### config.mk
export PLATFORM = sky130hd
export DESIGN_NAME = wb_arbiter_2m
export DESIGN_NICKNAME = d
export VERILOG_FILES = /design/src/rtl/wb_pkg.sv /design/src/rtl/wb_arb_watchdog.sv /design/src/rtl/wb_arbiter_2m.sv
export SDC_FILE = /design/constraint.sdc
export NUM_CORES = 1
export LEC_CHECK = 0
export CAP_MARGIN = 25
export CELL_PAD_IN_SITES_DETAIL_PLACEMENT = 0
export CELL_PAD_IN_SITES_GLOBAL_PLACEMENT = 1
export CORE_MARGIN = 8
export CORE_UTILIZATION = 13
export DETAILED_ROUTE_END_ITERATION = 12
export GPL_TIMING_DRIVEN = 1
export PLACE_DENSITY = 0.95
export RECOVER_POWER = 100
export SETUP_SLACK_MARGIN = 0.1
export SYNTH_ARGS = -nofsm -noshare
export SYNTH_HDL_FRONTEND = slang
export SYNTH_SLANG_ARGS = --single-unit
### constraint.sdc
create_clock -name i_clk -period 3.65 [get_ports i_clk]
set_input_delay 0.365 -clock i_clk [delete_from_list [all_inputs] [get_ports i_clk]]
set_output_delay 0.365 -clock i_clk [all_outputs]
set_load 0.005 [all_outputs]
### src/rtl/wb_pkg.sv
// Shared Wishbone types and widths for the two-master arbiter.
package wb_pkg;

    localparam int WB_AW   = 30;
    localparam int WB_DW   = 32;
    localparam int WB_SELW = WB_DW / 8;

    // Encoding doubles as the one-hot grant vector {B, A}.
    typedef enum logic [1:0] {
        ARB_IDLE  = 2'b00,
        ARB_GNT_A = 2'b01,
        ARB_GNT_B = 2'b10
    } arb_state_t;

    typedef struct packed {
        logic               cyc;
        logic               stb;
        logic               we;
        logic [WB_AW-1:0]   addr;
        logic [WB_DW-1:0]   data;
        logic [WB_SELW-1:0] sel;
    } wb_req_t;

    typedef struct packed {
        logic             stall;
        logic             ack;
        logic             err;
        logic [WB_DW-1:0] data;
    } wb_rsp_t;

    // Response seen by a master that does not own the bus.
    function automatic wb_rsp_t parked_rsp(input logic cyc);
        wb_rsp_t r;
        r       = '0;
        r.stall = cyc;
        return r;
    endfunction

endpackage

### src/rtl/wb_arb_watchdog.sv
// Bus-hang watchdog: counts idle granted cycles and pulses expire at LIMIT.
module wb_arb_watchdog #(
    parameter int LIMIT = 255
) (
    input  logic clk,
    input  logic rst_n,
    input  logic active,
    input  logic clear,
    output logic expire
);
    localparam int CW = $clog2(LIMIT + 1);

    logic [CW-1:0] count;

    always_ff @(posedge clk or negedge rst_n) begin
        if (!rst_n) begin
            count <= '0;
        end else if (!active || clear) begin
            count <= '0;
        end else if (!expire) begin
            count <= count + 1'b1;
        end
    end

    assign expire = active && (count == CW'(LIMIT));

endmodule

### src/rtl/wb_arbiter_2m.sv
// Round-robin, per-cycle-transaction arbiter sharing one Wishbone slave between masters A and B.
// Optional bus watchdog enabled by defining WB_ARB_TIMEOUT_EN.
//
// state     | meaning
// ----------|------------------------------------------------------
// ARB_IDLE  | no owner; slave request lines forced low
// ARB_GNT_A | master A owns the slave until its cyc falls
// ARB_GNT_B | master B owns the slave until its cyc falls
// last = 1 means B was served most recently, so A wins the next tie.
module wb_arbiter_2m
    import wb_pkg::*;
#(
    parameter int AW             = WB_AW,
    parameter int DW             = WB_DW,
    parameter int TIMEOUT_CYCLES = 255
) (
    input  logic            i_clk,
    input  logic            i_reset_n,
    input  logic            i_a_cyc,
    input  logic            i_a_stb,
    input  logic            i_a_we,
    input  logic [AW-1:0]   i_a_addr,
    input  logic [DW-1:0]   i_a_data,
    input  logic [DW/8-1:0] i_a_sel,
    output logic            o_a_stall,
    output logic            o_a_ack,
    output logic            o_a_err,
    output logic [DW-1:0]   o_a_data,
    input  logic            i_b_cyc,
    input  logic            i_b_stb,
    input  logic            i_b_we,
    input  logic [AW-1:0]   i_b_addr,
    input  logic [DW-1:0]   i_b_data,
    input  logic [DW/8-1:0] i_b_sel,
    output logic            o_b_stall,
    output logic            o_b_ack,
    output logic            o_b_err,
    output logic [DW-1:0]   o_b_data,
    output logic            o_s_cyc,
    output logic            o_s_stb,
    output logic            o_s_we,
    output logic [AW-1:0]   o_s_addr,
    output logic [DW-1:0]   o_s_data,
    output logic [DW/8-1:0] o_s_sel,
    input  logic            i_s_stall,
    input  logic            i_s_ack,
    input  logic            i_s_err,
    input  logic [DW-1:0]   i_s_data,
    output logic [1:0]      o_grant
);
    arb_state_t state, state_next;
    logic       last, last_next;
    logic       expire;
    wb_req_t    req_a, req_b, req_s;
    wb_rsp_t    rsp_s, rsp_a, rsp_b;

    assign req_a = '{cyc: i_a_cyc, stb: i_a_stb, we: i_a_we,
                     addr: i_a_addr, data: i_a_data, sel: i_a_sel};
    assign req_b = '{cyc: i_b_cyc, stb: i_b_stb, we: i_b_we,
                     addr: i_b_addr, data: i_b_data, sel: i_b_sel};
    assign rsp_s = '{stall: i_s_stall, ack: i_s_ack, err: i_s_err, data: i_s_data};

    always_ff @(posedge i_clk or negedge i_reset_n) begin
        if (!i_reset_n) begin
            state <= ARB_IDLE;
            last  <= 1'b1;
        end else begin
            state <= state_next;
            last  <= last_next;
        end
    end

    always_comb begin
        state_next = state;
        last_next  = last;
        case (state)
            ARB_IDLE: begin
                if (i_a_cyc && (!i_b_cyc || last)) state_next = ARB_GNT_A;
                else if (i_b_cyc)                  state_next = ARB_GNT_B;
            end
            ARB_GNT_A: begin
                if (expire || !i_a_cyc) begin
                    last_next  = 1'b0;
                    state_next = (i_b_cyc && !expire) ? ARB_GNT_B : ARB_IDLE;
                end
            end
            ARB_GNT_B: begin
                if (expire || !i_b_cyc) begin
                    last_next  = 1'b1;
                    state_next = (i_a_cyc && !expire) ? ARB_GNT_A : ARB_IDLE;
                end
            end
            default: state_next = ARB_IDLE;
        endcase
    end

    // On watchdog expiry the slave cycle is dropped and the owner gets a synthetic err.
    always_comb begin
        req_s = '0;
        rsp_a = parked_rsp(i_a_cyc);
        rsp_b = parked_rsp(i_b_cyc);
        case (state)
            ARB_GNT_A: begin
                if (expire) begin
                    rsp_a.err = 1'b1;
                end else begin
                    req_s = req_a;
                    rsp_a = rsp_s;
                end
            end
            ARB_GNT_B: begin
                if (expire) begin
                    rsp_b.err = 1'b1;
                end else begin
                    req_s = req_b;
                    rsp_b = rsp_s;
                end
            end
            default: ;
        endcase
    end

`ifdef WB_ARB_TIMEOUT_EN
    logic wd_clear;

    assign wd_clear = (req_s.stb && !i_s_stall) || i_s_ack || i_s_err || (state_next != state);

    wb_arb_watchdog #(
        .LIMIT (TIMEOUT_CYCLES)
    ) u_watchdog (
        .clk    (i_clk),
        .rst_n  (i_reset_n),
        .active (state != ARB_IDLE),
        .clear  (wd_clear),
        .expire (expire)
    );
`else
    localparam int unused_timeout_cycles = TIMEOUT_CYCLES;
    assign expire = 1'b0;
`endif

    assign {o_s_cyc, o_s_stb, o_s_we, o_s_addr, o_s_data, o_s_sel} = req_s;
    assign {o_a_stall, o_a_ack, o_a_err, o_a_data}                = rsp_a;
    assign {o_b_stall, o_b_ack, o_b_err, o_b_data}                = rsp_b;
    assign o_grant = state;

endmodule
==> impl_metrics.py, run 1 <==
metrics = {
    "floorplanning": {
        "row_count": 43,
        "dieArea_um2": 18000,
        "fp.dieH_um": 134,
        "core_area_um2": 13800,
        "die_width_um": 134,
        "io_pins": 316,
        "initial_utilization_pct": 13.2,
    },
    "grt": {
        "grtUsageTotal_pct": 12.7,
        "grt-ovfl-total": 0,
        "grt_max_degree": 57,
        "grt_antenna_before_repair": 0,
        "grt_pass1_vias": 3304,
        "grt_pass1_wl_mm": 18.8,
    },
    "cts": {
        "cts_buffers": 3,
        "cts_resized": 0,
        "post_cts_buffers": 0,
        "clk_latency_ns": 0.22,
        "cts_hold_buf": 0,
        "path_clk_slew_ns": 0.03,
        "cts_num_sinks": 3,
        "cts-root-buf": "clkbuf_16",
        "cts_tree": "built",
        "cts_buffer_depth": 2,
        "h-tree-depth": 1,
    },
    "synth": {
        "synth_edf_count": 0,
        "synth_top_cell_area_share_pct": 28.1,
        "syn_area_um2": 1820,
        "synth_nets": 446,
        "ys_seq_area_share_pct": 4.20,
        "synth_ff_type": "dfrtp_1",
        "ys_async_sr_fraction_pct": 100,
        "synth_top_cell_by_area": "a22oi_1",
        "synth_cells": 266,
        "yosys_warnings": 0,
        "ys_types": 25,
        "syn_avg_cell_area_um2": 6.83,
        "ys_ff_latch": 3,
        "synth_area_leaders": "a22oi_1 (28%), nor2b_1 (24%), and2_1 (23%), buf_2 (4.7%), ha_1 (3.4%)",
    },
    "critical_path": {
        "critical_path_required_ns": 3.28,
        "r2r_cells": 6,
        "r2r_end": "o_grant[0]",
        "startpoint": "o_grant[0]",
        "crit_path_end_kind": "primary output",
        "crit_chain": "inv_1 -> ha_1 -> clkbuf_2 -> a22oi_1 -> nor2b_1 -> dlygate4sd3_1",
        "cpMaxStageDelayCell": "dlygate4sd3_1",
        "worst_ep_arrival_time_ns": 2.59,
        "r2r_slack_ns": 1.69,
        "max_stage_delay_ns": 0.60,
        "crit_buf_inv": 3,
        "start_kind": "flop",
        "path_delay_family": "buffers and inverters",
        "timing.rr.start": "o_grant[1]",
        "crit_type": "flop to primary output",
        "crit_fanout": 35,
    },
    "sta": {
        "layout_setup_ws_ns": 0.690,
        "min_period_ns": 2.96,
        "whs_ns": 0.400,
        "setup_viol": 0,
        "fin_tns_setup_ns": 0,
        "max_freq_mhz": 338,
        "relSlewSlack_pct": 51.8,
        "fin_skew_ns": 0.000966,
        "finalHoldViolCount": 0,
        "worst_pin_slew_ns": 0.723,
        "report.final.slew_viol_count": 0,
        "rsz0062_at_grt": "no",
        "period_share_pct": 81.1,
    },
    "layout": {
        "layout-drive-gt1-share_pct": 2.50,
        "area_growth_pct": 184,
        "stdcell_count": 740,
        "fillCellCount": 1392,
        "nets": 741,
        "utilization_pct": 37.5,
        "diodes": 0,
    },
    "placed_design": {
        "port_buffers": 315,
        "pre_cts_ws_ns": 1.05,
        "dpl.cell_count": 736,
        "hpwl_mm": 10.7,
        "gp_congestion": 0.834,
    },
    "pwr": {
        "leakagePower_nw": 2.07,
        "powerDensity_nw_per_um2": 426,
        "ir_worst_vdd_uv": 276,
    },
    "drt": {
        "viasPerCell": 4.26,
        "wl_per_cell_um": 17.1,
        "antenna_left": 0,
        "drt-initial-drc-count": 133,
        "vias": 3154,
        "drt-total-wl_mm": 12.6,
        "drc": 0,
        "first_pass_iters": 4,
    },
    "worst_hold_path": {
        "hold_path_class": "input port to asynchronous set/reset pin",
    },
    "run": {
        "cap_viol_max_count": 0,
    },
    "run_status": {
        "outcome": "complete, no violations",
    },
}
[cell type report]
cell class,instances,area [µm²],share of cell area [%]
timing repair buffer,321,3210,62.1
inverter,4,15.0,0.290
clock buffer,4,78.8,1.53
multi-input combinational,228,1570,30.3
sequential,3,76.3,1.48
tap,180,225,4.36
[flip-flops by register name (all words and copies together), names as in the netlist]
signal	flops
o_grant	2
last	1
[per-layer routing]
layer / routed length, µm / track usage, % / vias to the layer above
li1: - / - / 1508
met1: 4460 / 13.1 / 1467
met2: 6780 / 24.4 / 169
met3: 1280 / 4.45 / 10
met4: 104 / 1.81 / 0
met5: 0 / 0 / -
[how the worst max path moves through the flow]
stage          slack (ns)  cells after the start      endpoint
2_1_floorplan        1.98                      7  o_s_addr[15]
3_3_place_gp         1.12                      6       o_s_cyc
3_5_place_dp         1.05                      6  o_s_addr[23]
4_1_cts              0.81                      6  o_s_addr[23]
5_1_grt              0.47                      6   o_s_addr[6]
6_report             0.69                      6   o_s_addr[6]
[synthesized netlist by cell type, types with 2 or more instances]
library cell,n
a21oi_1,2
nor2_1,3
inv_1,4
and2_1,68
buf_6,4
a22oi_1,68
nor2b_1,69
clkbuf_2,2
ha_1,5
buf_2,17
dfrtp_1,2
clkbuf_1,7
o21ai_0,3
[cell families after synthesis]
group / after synthesis / synth area share, %
and+or+nand+nor: 144 / 49.4
AOI/OAI and AO/OA: 77 / 31.4
muxes: 2 / 1.17
buffers and inverters: 35 / 10.4
DFF: 3 / 4.20
adders and majority gates: 5 / 3.44
[worst register-to-register path: stages, from the launching register on]
cell and delay [ns]:
dfrtp_1 0.43, inv_1 0.14, ha_4 0.50, buf_12 0.35
a22oi_2 0.13, o21ai_0 0.16, a22o_1 0.19
[cell usage in the layout (no fill, tap or decap), types with 2 or more instances in the layout]
cell type        instances
o21ai_0                  4
clkdlybuf4s50_1        205
buf_4                    4
nor2_1                   3
inv_1                    4
a21oi_1                  2
dlygate4sd3_1          110
dfrtp_1                  2
ha_1                     4
and2_0                  29
clkbuf_16                3
a22oi_1                 68
nor2b_1                 69
and2_1                  39
[through the flow]
stage	cell area [µm²]	power (mW)
after floorplan	1820	1.08
after global placement	5090	2.15
after detailed placement	5090	2.19
after CTS	5170	2.37
after global routing	5170	2.40
final	5170	2.20
[power by group]
part,leakage [nW],internal (mW),total [mW],switching (mW)
clock network,0.0382,0.144,0.171,0.0270
registers,0.0364,0.0520,0.0715,0.0195
logic,2.00,1.12,1.96,0.838
No activity file was read; power rests on OpenSTA's default activity.
==> inputs of run 2 (changes only) <==
CORE_UTILIZATION = 12   (was 13)
PLACE_DENSITY = 0.93   (was 0.95)
clock period = 3.1 ns   (was 3.65 ns; I/O delays follow)
==> run 2 against run 1 <==
Hold slack lost 0.049 ns. Sequential power grew 16%. Wire length grew 0.87%. Critical path depth shrank 1. Via count shrank 4.2%. Clock-buffer cell count is the same.
==> impl_metrics.py, run 2 (same netlist as run 1, synthesis figures left out) <==
metrics = {
    "drt": {
        "vias": 3021,
        "wl_per_cell_um": 17.0,
        "drc": 0,
        "drt-total-wl_mm": 12.7,
        "viasPerCell": 4.03,
        "antenna_left": 0,
        "drt-initial-drc-count": 113,
        "first_pass_iters": 4,
    },
    "floorplanning": {
        "dieArea_um2": 19300,
        "row_count": 45,
        "fp.dieH_um": 139,
        "initial_utilization_pct": 12.1,
        "io_pins": 316,
        "core_area_um2": 15000,
        "die_width_um": 139,
    },
    "grt": {
        "grtUsageTotal_pct": 12.1,
        "grt-ovfl-total": 0,
        "grt_pass1_wl_mm": 18.8,
        "grt_max_degree": 42,
        "grt_pass1_vias": 3135,
        "grt_antenna_before_repair": 0,
    },
    "layout": {
        "diodes": 0,
        "largest_reg_flops": 2,
        "multi_input_area_um2": 1570,
        "layout-drive-gt1-share_pct": 3.02,
        "layout_commonest_cell": "clkdlybuf4s50_1",
        "fillCellCount": 1556,
        "final_cell_mix": "clkdlybuf4s50_1 (220), dlygate4sd3_1 (95), nor2b_1 (69), a22oi_1 (68), and2_1 (41)",
        "area_growth_pct": 186,
        "nets": 743,
        "regArea_um2": 76.3,
        "finalInstanceArea_um2": 5210,
        "utilization_pct": 34.8,
    },
    "sta": {
        "fin_tns_setup_ns": 0,
        "relSlewSlack_pct": 56.1,
        "finalHoldViolCount": 0,
        "worst_pin_slew_ns": 0.658,
        "period_share_pct": 87.9,
        "fin_skew_ns": 0.00156,
        "setup_viol": 0,
        "rsz0062_at_grt": "no",
        "max_freq_mhz": 367,
        "layout_setup_ws_ns": 0.377,
        "min_period_ns": 2.72,
        "report.final.slew_viol_count": 0,
    },
    "worst_hold_path": {
        "hold_path_class": "input port to asynchronous set/reset pin",
    },
    "critical_path": {
        "timing.rr.start": "o_grant[0]",
        "r2r_slack_ns": 1.15,
        "start_kind": "flop",
        "crit_fanout": 38,
        "r2r_cells": 6,
        "critical_path_required_ns": 2.79,
        "r2r_end": "o_grant[0]",
        "crit_type": "flop to primary output",
        "worst_ep_arrival_time_ns": 2.41,
        "crit_path_end_kind": "primary output",
    },
    "cts": {
        "cts_buffer_depth": 2,
        "clk_latency_ns": 0.22,
        "cts_resized": 0,
        "cts_buffers": 3,
        "cts_hold_buf": 0,
        "cts_num_sinks": 3,
        "cts_tree": "built",
        "cts-root-buf": "clkbuf_16",
        "path_clk_slew_ns": 0.03,
        "post_cts_buffers": 0,
        "h-tree-depth": 1,
    },
    "pwr": {
        "ir_worst_vdd_uv": 353,
        "leakagePower_nw": 2.04,
        "powerDensity_nw_per_um2": 507,
        "totalPowerFinal_mw": 2.64,
    },
    "placed_design": {
        "gp_congestion": 0.843,
        "pre_cts_ws_ns": 0.754,
        "dpl-instance-area_um2": 5130,
        "port_buffers": 315,
        "hpwl_mm": 10.7,
    },
    "run_status": {
        "outcome": "complete, no violations",
    },
    "run": {
        "cap_viol_max_count": 0,
    },
}
## run 2: worst max path at each step
stage / startpoint / endpoint / slack (ns) / cells past startpoint
3_5_place_dp: o_grant[1] / o_s_data[27] / 0.75 / 6
2_1_floorplan: o_grant[0] / o_s_addr[15] / 1.48 / 7
4_1_cts: o_grant[1] / o_s_data[27] / 0.51 / 6
5_1_grt: o_grant[0] / o_s_addr[2] / 0.20 / 5
3_3_place_gp: o_grant[1] / o_s_data[11] / 0.78 / 6
6_report: o_grant[0] / o_s_data[30] / 0.38 / 5
## run 2: metrics by stage
stage,instances,hold slack (ns)
2_1_floorplan,266,0.0144
5_1_grt,750,0.358
6_report,750,0.351
4_1_cts,750,0.286
3_3_place_gp,746,0.521
3_5_place_dp,746,0.522
## run 2: worst max-delay path, cell delays in order (launching register included)
cell and delay, ns:
dfrtp_1 0.43, inv_1 0.11, ha_1 0.31, clkbuf_2 0.52, nor2b_1 0.20, dlygate4sd3_1 0.60
## run 2: cell type report
| type | instances | area share [%] |
|---|---|---|
| timing repair buffer | 323 | 62.1 |
| multi-input combinational | 228 | 30.1 |
| tap | 188 | 4.52 |
| clock buffer | 4 | 1.51 |
| sequential | 3 | 1.47 |
| inverter | 4 | 0.288 |
## run 2: metal layers
| metal | part of all wire [%] | global-route usage [%] |
|---|---|---|
| met5 | 0 | 0 |
| met4 | 0.42 | 1.56 |
| met3 | 7.9 | 3.65 |
| met2 | 53 | 23.3 |
| met1 | 38 | 13.1 |
## run 2: report_power, final
part,internal [mW],switching (mW)
combinational,1.36,0.998
sequential,0.0612,0.0216
clock,0.170,0.0346
